<file path="config.mk">
export PLATFORM = sky130hd
export DESIGN_NAME = ring_decoder_flat
export DESIGN_NICKNAME = d
export VERILOG_FILES = /design/src/rtl/ring_pkg.sv /design/src/rtl/ring_decoder_if.sv /design/src/rtl/ring_onehot_chk.sv /design/src/rtl/ring_decoder.sv /design/src/flat_wrapper.sv
export SDC_FILE = /design/constraint.sdc
export NUM_CORES = 1
export LEC_CHECK = 0
export CORE_MARGIN = 2
export CORE_UTILIZATION = 49
export CTS_BUF_LIST = sky130_fd_sc_hd__clkbuf_4 sky130_fd_sc_hd__clkbuf_8
export DETAILED_ROUTE_END_ITERATION = 16
export GPL_ROUTABILITY_DRIVEN = 0
export PLACE_DENSITY = 0.75
export SETUP_SLACK_MARGIN = 0.02
export SLEW_MARGIN = 20
export SYNTH_ARGS = -nofsm -noshare
export SYNTH_HDL_FRONTEND = slang
export SYNTH_HIERARCHICAL = 1
export SYNTH_SLANG_ARGS = --single-unit
</file>
<file path="constraint.sdc">
create_clock -name clk -period 2.3 [get_ports clk]
set_input_delay 0.23 -clock clk [delete_from_list [all_inputs] [get_ports clk]]
set_output_delay 0.23 -clock clk [all_outputs]
set_load 0.005 [all_outputs]
</file>
<file path="src/rtl/ring_pkg.sv">
// Shared types and helpers for the ring decoder slice.
// State encoding, default geometry, and the ring rotate / one-hot index helpers.
package ring_pkg;

  // Default geometry of the ring and the decoder.
  localparam int DEF_WIDTH    = 4;
  localparam int DEF_LOCK_CNT = 4;
  localparam int DEF_REV_W    = 8;

  // Helpers work on a fixed wide container; callers zero-extend and truncate.
  localparam int MAX_W = 32;
  localparam int IDX_W = $clog2(MAX_W);

  // Decoder FSM states.
  typedef enum logic [1:0] {
    SEARCH  = 2'd0,
    LOCKING = 2'd1,
    LOCKED  = 2'd2,
    FAULT   = 2'd3
  } state_t;

  // One rotation step of a width-bit ring: bit 0 wraps to the top, the rest shift down.
  function automatic logic [MAX_W-1:0] rot_next(input logic [MAX_W-1:0] word, input int width);
    logic [MAX_W-1:0] r;
    logic [IDX_W-1:0] top;
    top = IDX_W'(width - 1);
    r = word >> 1;
    r[top] = word[0];
    return r;
  endfunction

  // Phase of a one-hot word: the top bit is phase 0, bit 0 is phase width-1.
  function automatic int onehot_idx(input logic [MAX_W-1:0] word, input int width);
    logic [MAX_W-1:0] sh;
    int idx;
    idx = 0;
    for (int i = 0; i < MAX_W; i++) begin
      sh = word >> i;
      if (i < width && sh[0]) idx = width - 1 - i;
    end
    return idx;
  endfunction

endpackage

</file>
<file path="src/rtl/ring_decoder_if.sv">
// Ring bus seen by the decoder: generator-side inputs plus decoded status.
// master = ring source / consumer of the status, slave = ring_decoder.
interface ring_decoder_if
  import ring_pkg::*;
#(
  parameter int WIDTH = DEF_WIDTH,
  parameter int REV_W = DEF_REV_W
);
  localparam int PW = $clog2(WIDTH);

  logic             adv;
  logic [WIDTH-1:0] ring_in;
  logic [PW-1:0]    phase;
  logic             phase_valid;
  logic             locked;
  logic             onehot_err;
  logic             seq_err;
  logic [REV_W-1:0] rev_count;

  modport master (
    output adv, ring_in,
    input  phase, phase_valid, locked, onehot_err, seq_err, rev_count
  );

  modport slave (
    input  adv, ring_in,
    output phase, phase_valid, locked, onehot_err, seq_err, rev_count
  );
endinterface

</file>
<file path="src/rtl/ring_onehot_chk.sv">
// Combinational one-hot check and phase decode of a ring word.
// A word is one-hot when some bit is set and no set bit has another set bit below it.
module ring_onehot_chk
  import ring_pkg::*;
#(
  parameter int WIDTH = DEF_WIDTH,
  parameter int PW    = $clog2(DEF_WIDTH)
) (
  input  logic [WIDTH-1:0] word,
  output logic             is_onehot,
  output logic [PW-1:0]    phase
);

  logic [WIDTH-1:0] dup;

  // dup[gi] marks a set bit that has another set bit somewhere below it.
  generate
    for (genvar gi = 0; gi < WIDTH; gi++) begin : g_dup
      localparam logic [WIDTH-1:0] LOW_MASK = WIDTH'((64'd1 << gi) - 64'd1);
      assign dup[gi] = word[gi] & ((word & LOW_MASK) != '0);
    end
  endgenerate

  assign is_onehot = (|word) & ~(|dup);
  // Only meaningful when is_onehot is set; callers hold their phase otherwise.
  assign phase     = PW'(onehot_idx(MAX_W'(word), WIDTH));

endmodule

</file>
<file path="src/rtl/ring_decoder.sv">
// Receive-side decoder for a one-hot ring counter.
// Two-stage pipeline: stage 1 samples the ring (ring_q/adv_q, previous word in ring_p),
// stage 2 registers phase, lock state, error flags and the revolution counter.
// Build option RING_DECODER_STICKY_ERR_EN: when defined, FAULT is absorbing and the error
// flags stay high until reset; otherwise flags pulse for one cycle and the block relocks.
module ring_decoder
  import ring_pkg::*;
#(
  parameter int WIDTH    = DEF_WIDTH,
  parameter int LOCK_CNT = DEF_LOCK_CNT,
  parameter int REV_W    = DEF_REV_W
) (
  input logic          clk,
  input logic          reset,
  ring_decoder_if.slave bus
);

  localparam int PW = $clog2(WIDTH);
  localparam int CW = $clog2(LOCK_CNT + 1);

  logic [WIDTH-1:0] ring_q_reg;
  logic [WIDTH-1:0] ring_p_reg;
  logic             adv_q_reg;
  state_t           state_reg;
  logic [CW-1:0]    cnt_reg;

  logic [PW-1:0]    phase_reg;
  logic             phase_valid_reg;
  logic             locked_reg;
  logic             onehot_err_reg;
  logic             seq_err_reg;
  logic [REV_W-1:0] rev_count_reg;

  logic             q_onehot;
  logic [PW-1:0]    q_phase;
  logic [WIDTH-1:0] exp_word;
  logic             good_step;
  logic             wrap_step;

  ring_onehot_chk #(
    .WIDTH (WIDTH),
    .PW    (PW)
  ) u_chk (
    .word      (ring_q_reg),
    .is_onehot (q_onehot),
    .phase     (q_phase)
  );

  // Step check: the sampled word must equal the previous word rotated (adv) or held (!adv).
  always_comb begin
    exp_word  = adv_q_reg ? WIDTH'(rot_next(MAX_W'(ring_p_reg), WIDTH)) : ring_p_reg;
    good_step = q_onehot && (ring_q_reg == exp_word);
    // A good rotating step landing on phase 0 means the ring just left phase WIDTH-1.
    wrap_step = good_step && adv_q_reg && (q_phase == '0);
  end

  // Sample pipeline, lock FSM, error flags and revolution counter with registered outputs.
  always_ff @(posedge clk) begin
    if (!reset) begin
      ring_q_reg      <= '0;
      ring_p_reg      <= '0;
      adv_q_reg       <= 1'b0;
      state_reg       <= SEARCH;
      cnt_reg         <= '0;
      phase_reg       <= '0;
      phase_valid_reg <= 1'b0;
      locked_reg      <= 1'b0;
      onehot_err_reg  <= 1'b0;
      seq_err_reg     <= 1'b0;
      rev_count_reg   <= '0;
    end else begin
      ring_q_reg <= bus.ring_in;
      adv_q_reg  <= bus.adv;
      ring_p_reg <= ring_q_reg;

      // Phase tracks every valid word in all states and holds across corrupted words.
      phase_valid_reg <= q_onehot;
      if (q_onehot) phase_reg <= q_phase;

      case (state_reg)
        SEARCH: begin
          locked_reg     <= 1'b0;
          onehot_err_reg <= 1'b0;
          seq_err_reg    <= 1'b0;
          if (q_onehot) begin
            state_reg <= LOCKING;
            cnt_reg   <= '0;
          end
        end

        LOCKING: begin
          // A broken run during acquisition is not an error, just a restart.
          onehot_err_reg <= 1'b0;
          seq_err_reg    <= 1'b0;
          if (good_step) begin
            if (cnt_reg == CW'(LOCK_CNT - 1)) begin
              state_reg  <= LOCKED;
              locked_reg <= 1'b1;
              cnt_reg    <= CW'(LOCK_CNT);
            end else begin
              cnt_reg <= cnt_reg + 1'b1;
            end
          end else begin
            state_reg <= SEARCH;
          end
        end

        LOCKED: begin
          if (!q_onehot) begin
            // A corrupted word outranks a sequence error.
            onehot_err_reg <= 1'b1;
            locked_reg     <= 1'b0;
            state_reg      <= FAULT;
          end else if (!good_step) begin
            seq_err_reg <= 1'b1;
            locked_reg  <= 1'b0;
            state_reg   <= FAULT;
          end else if (wrap_step) begin
            rev_count_reg <= rev_count_reg + 1'b1;
          end
        end

        FAULT: begin
          locked_reg <= 1'b0;
`ifdef RING_DECODER_STICKY_ERR_EN
          // Absorbing until reset; error flags simply keep their value.
          state_reg <= FAULT;
`else
          onehot_err_reg <= 1'b0;
          seq_err_reg    <= 1'b0;
          state_reg      <= SEARCH;
`endif
        end

        default: begin
          state_reg  <= SEARCH;
          locked_reg <= 1'b0;
        end
      endcase
    end
  end

  assign bus.phase       = phase_reg;
  assign bus.phase_valid = phase_valid_reg;
  assign bus.locked      = locked_reg;
  assign bus.onehot_err  = onehot_err_reg;
  assign bus.seq_err     = seq_err_reg;
  assign bus.rev_count   = rev_count_reg;

endmodule
</file>
<file path="src/flat_wrapper.sv">
// flat-port wrapper written by rule: the top's interface ports become plain ports
module ring_decoder_flat import ring_pkg::*;
#(
  parameter int WIDTH    = DEF_WIDTH,
  parameter int LOCK_CNT = DEF_LOCK_CNT,
  parameter int REV_W    = DEF_REV_W
)
  (clk, reset, bus_adv, bus_ring_in, bus_phase, bus_phase_valid, bus_locked, bus_onehot_err, bus_seq_err, bus_rev_count);
  ring_decoder_if #(.WIDTH(WIDTH), .REV_W(REV_W)) bus_i ();
  input logic clk;
  input logic reset;
  input wire logic [$bits(bus_i.adv)-1:0] bus_adv;
  input wire logic [$bits(bus_i.ring_in)-1:0] bus_ring_in;
  output wire logic [$bits(bus_i.phase)-1:0] bus_phase;
  output wire logic [$bits(bus_i.phase_valid)-1:0] bus_phase_valid;
  output wire logic [$bits(bus_i.locked)-1:0] bus_locked;
  output wire logic [$bits(bus_i.onehot_err)-1:0] bus_onehot_err;
  output wire logic [$bits(bus_i.seq_err)-1:0] bus_seq_err;
  output wire logic [$bits(bus_i.rev_count)-1:0] bus_rev_count;
  assign bus_i.adv = bus_adv;
  assign bus_i.ring_in = bus_ring_in;
  assign bus_phase = bus_i.phase;
  assign bus_phase_valid = bus_i.phase_valid;
  assign bus_locked = bus_i.locked;
  assign bus_onehot_err = bus_i.onehot_err;
  assign bus_seq_err = bus_i.seq_err;
  assign bus_rev_count = bus_i.rev_count;
  ring_decoder #(.WIDTH(WIDTH), .LOCK_CNT(LOCK_CNT), .REV_W(REV_W)) u_core (.clk(clk), .reset(reset), .bus(bus_i));
endmodule
</file>
==> flow_metrics.py <==
metrics = {
    "logic_synthesis": {
        "synth_ff_type": "dfxtp_1",
        "yosys.area.top_type": "dfxtp_1",
        "synth_cell_type_count": 39,
        "synth-async-reset-ratio": 0,
        "yosys_register_bits": 28,
        "syn-cell-area_um2": 1350,
        "synth_enable_flop_cells": 0,
        "synthCells": 148,
        "syn-num-nets": 158,
        "yosysSeqAreaShare": 0.416,
        "synth_area_leaders": "dfxtp_1, mux2i_1, and2_1, xor2_1, a21oi_1",
        "yosysTopAreaCellShare": 0.416,
        "avgSynthCellArea_um2": 9.11,
        "yosysWarnings": 6,
    },
    "sta": {
        "setup_viol": 0,
        "relSlewSlack": 0.660,
        "rsz0062_at_grt": "false",
        "hold_slack_ps": 456,
        "hold_violations": 0,
        "period_needed_ps": 2070,
        "worst_pin_slew_ps": 507,
        "max_freq_mhz": 484,
        "finalMaxSlewViolations": 0,
        "fin_crit_sh": 0.899,
        "finClkSkew_ps": 9.52,
        "tns_ps": 0,
    },
    "critical_path": {
        "required_ps": 2530,
        "crit_path_end_kind": "flip-flop",
        "crit_type": "reg2reg",
        "critPathArrivalTime_ps": 2300,
        "path_max_fanout": 7,
        "start_kind": "flip-flop",
    },
    "floorplanning": {
        "die_y_um": 56.4,
        "fp.dieW_um": 56.4,
        "fp.coreArea_um2": 2690,
        "ios": 21,
        "die_area_um2": 3190,
        "core.rowCount": 19,
        "initial_core_util": 0.502,
    },
    "finish": {
        "drive_gt1_frac": 0.166,
        "largest_register_ffs": 8,
        "num-fill-cells": 221,
        "fin_util": 0.635,
        "nets": 187,
        "antenna_cells": 0,
        "synthToLayoutAreaGrowth_pct": 26.6,
    },
    "grt": {
        "grt_max_degree": 26,
        "antenna_found_initial": 0,
        "track_usage": 0.190,
        "grt_pass1_vias": 1143,
        "grt_overflow": 0,
        "grt_pass1_wl_um": 4810,
    },
    "placed_design": {
        "hpwl_um": 1970,
        "io_buffers": 20,
    },
    "clock_network": {
        "cts.path.max_buffers": 2,
        "cts.htree.levels": 1,
        "clkLatencyLatePin_ps": 330,
        "cts_tree": "yes",
        "clkSlewWorstSetupHoldPaths_ps": 150,
        "root_buffer": "clkbuf_4",
        "clock-sinks": 28,
        "cts_buffers": 3,
        "cts_hold_buf": 0,
    },
    "route": {
        "vias": 1148,
        "ant_nets": 0,
        "wire_per_inst_um": 13.0,
        "drt_pre_antenna_iters": 4,
        "wl_um": 2680,
        "drtIter0Drc": 32,
        "drc_errors": 0,
        "viasPerCell": 5.57,
    },
    "pwr": {
        "p_leak_uw": 0.000622,
        "max-vdd-ir-drop_uv": 396,
        "power_per_cell_area_nw_per_um2": 492,
    },
    "job": {
        "drv_cap": 0,
    },
    "worst_hold_path": {
        "hold_class": "in2reg",
    },
    "outcome": {
        "status": "finished clean",
    },
}
[cell usage after synthesis, types with 3 or more instances]
master    count
mux2i_1       8
dfxtp_1      28
a21oi_1       8
nand4_1       4
clkbuf_1      4
xor2_1        5
inv_1         9
nor2_1        6
nand3_1       3
nor2b_1       5
nand2_1       8
or4_1         3
nor3_1        3
ha_1          3
and2_1       11
nand2b_1      5
o31ai_1       3
o21ai_0       7
[layout by cell type (no fill, tap or decap), types with 2 or more instances in the layout]
cell	netlist	layout
dfxtp_1	28	24
clkdlybuf4s50_1	0	20
and2_1	11	11
inv_1	9	9
buf_4	0	9
nand2_1	8	8
mux2i_1	8	8
a21oi_1	8	8
o21ai_0	7	7
nor2_1	6	6
nand2b_1	5	5
xor2_1	5	5
nor2b_1	5	5
nand4_1	4	4
clkbuf_4	0	3
o31ai_1	3	3
or4_1	3	3
nand3_1	3	3
ha_1	3	3
nor3_2	0	2
a31o_2	2	2
or3_1	2	2
nand3b_1	2	2
dfxtp_4	0	2
dfxtp_2	0	2
[what timing repair did]
| action | in CTS | in global routing |
|---|---|---|
| pin swaps | 1 | 5 |
| endpoints found under the setup margin | 7 | 12 |
| resized for setup | 3 | 10 |
| buffers inserted | 2 | 1 |
| hold endpoints to repair | 0 | 0 |
[critical path: stages, from the launching register on]
cell and delay [ps]:
dfxtp_4 400, nor4b_2 280, a211o_1 170, nand2_2 70, a2111oi_4 210, nand4_1 260, buf_6 210, o311ai_2 260
o41ai_1 120
[power breakdown]
part / internal (uW) / leakage (uW) / switching [uW] / total, uW
clock: 61.6 / 0.0000138 / 142 / 204
sequential: 498 / 0.000230 / 15.7 / 514
combinational: 57.5 / 0.000379 / 64.1 / 122
total: 617 / 0.000622 / 222 / 839
[cells by family after synthesis]
group / Yosys count / synth area share
buffers and inverters: 16 / 0.0511
XOR/XNOR: 6 / 0.0390
AO/OA/AOI/OAI: 27 / 0.142
AND/OR/NAND/NOR: 60 / 0.265
adder cells (fa/ha/maj): 3 / 0.0279
flip-flops: 28 / 0.416
multiplexers: 8 / 0.0594
[layout make-up]
type / instances / area (um^2) / share of cell area
timing repair buffer: 30 / 279 / 0.164
clock buffer: 3 / 22.5 / 0.0132
sequential: 28 / 571 / 0.335
tap: 31 / 38.8 / 0.0227
inverter: 10 / 37.5 / 0.0220
multi-input combinational: 104 / 757 / 0.444
[final timing paths]
path              cells past startpoint  slack (ps)                 endpoint                   from
setup / recovery                      8         230  u_core/bus.rev_count[5]   u_core/ring_q_reg[1]
hold / removal                        2         460     u_core/ring_q_reg[3]         bus_ring_in[3]
setup reg to reg                      8         230  u_core/bus.rev_count[5]   u_core/ring_q_reg[1]
hold reg to reg                       2         470    u_core/bus.onehot_err  u_core/bus.onehot_err
[metal layers]
metal	up-vias	part of all wire	GRT usage
met5	-	0	0
met4	0	0.016	0.0748
met3	5	0.046	0.0461
met2	26	0.51	0.342
met1	542	0.42	0.212
li1	575	-	-
[stage by stage]
stage          worst slack (ps)  power (uW)  cell area (um^2)  instances
2_1_floorplan               107         600              1350        148
3_3_place_gp               56.3         636              1610        200
3_5_place_dp               -103         640              1610        200
4_1_cts                    30.3         842              1650        205
5_1_grt                    42.6         882              1710        206
6_report                    232         839              1710        206
Power figures use the tool's default switching activity.
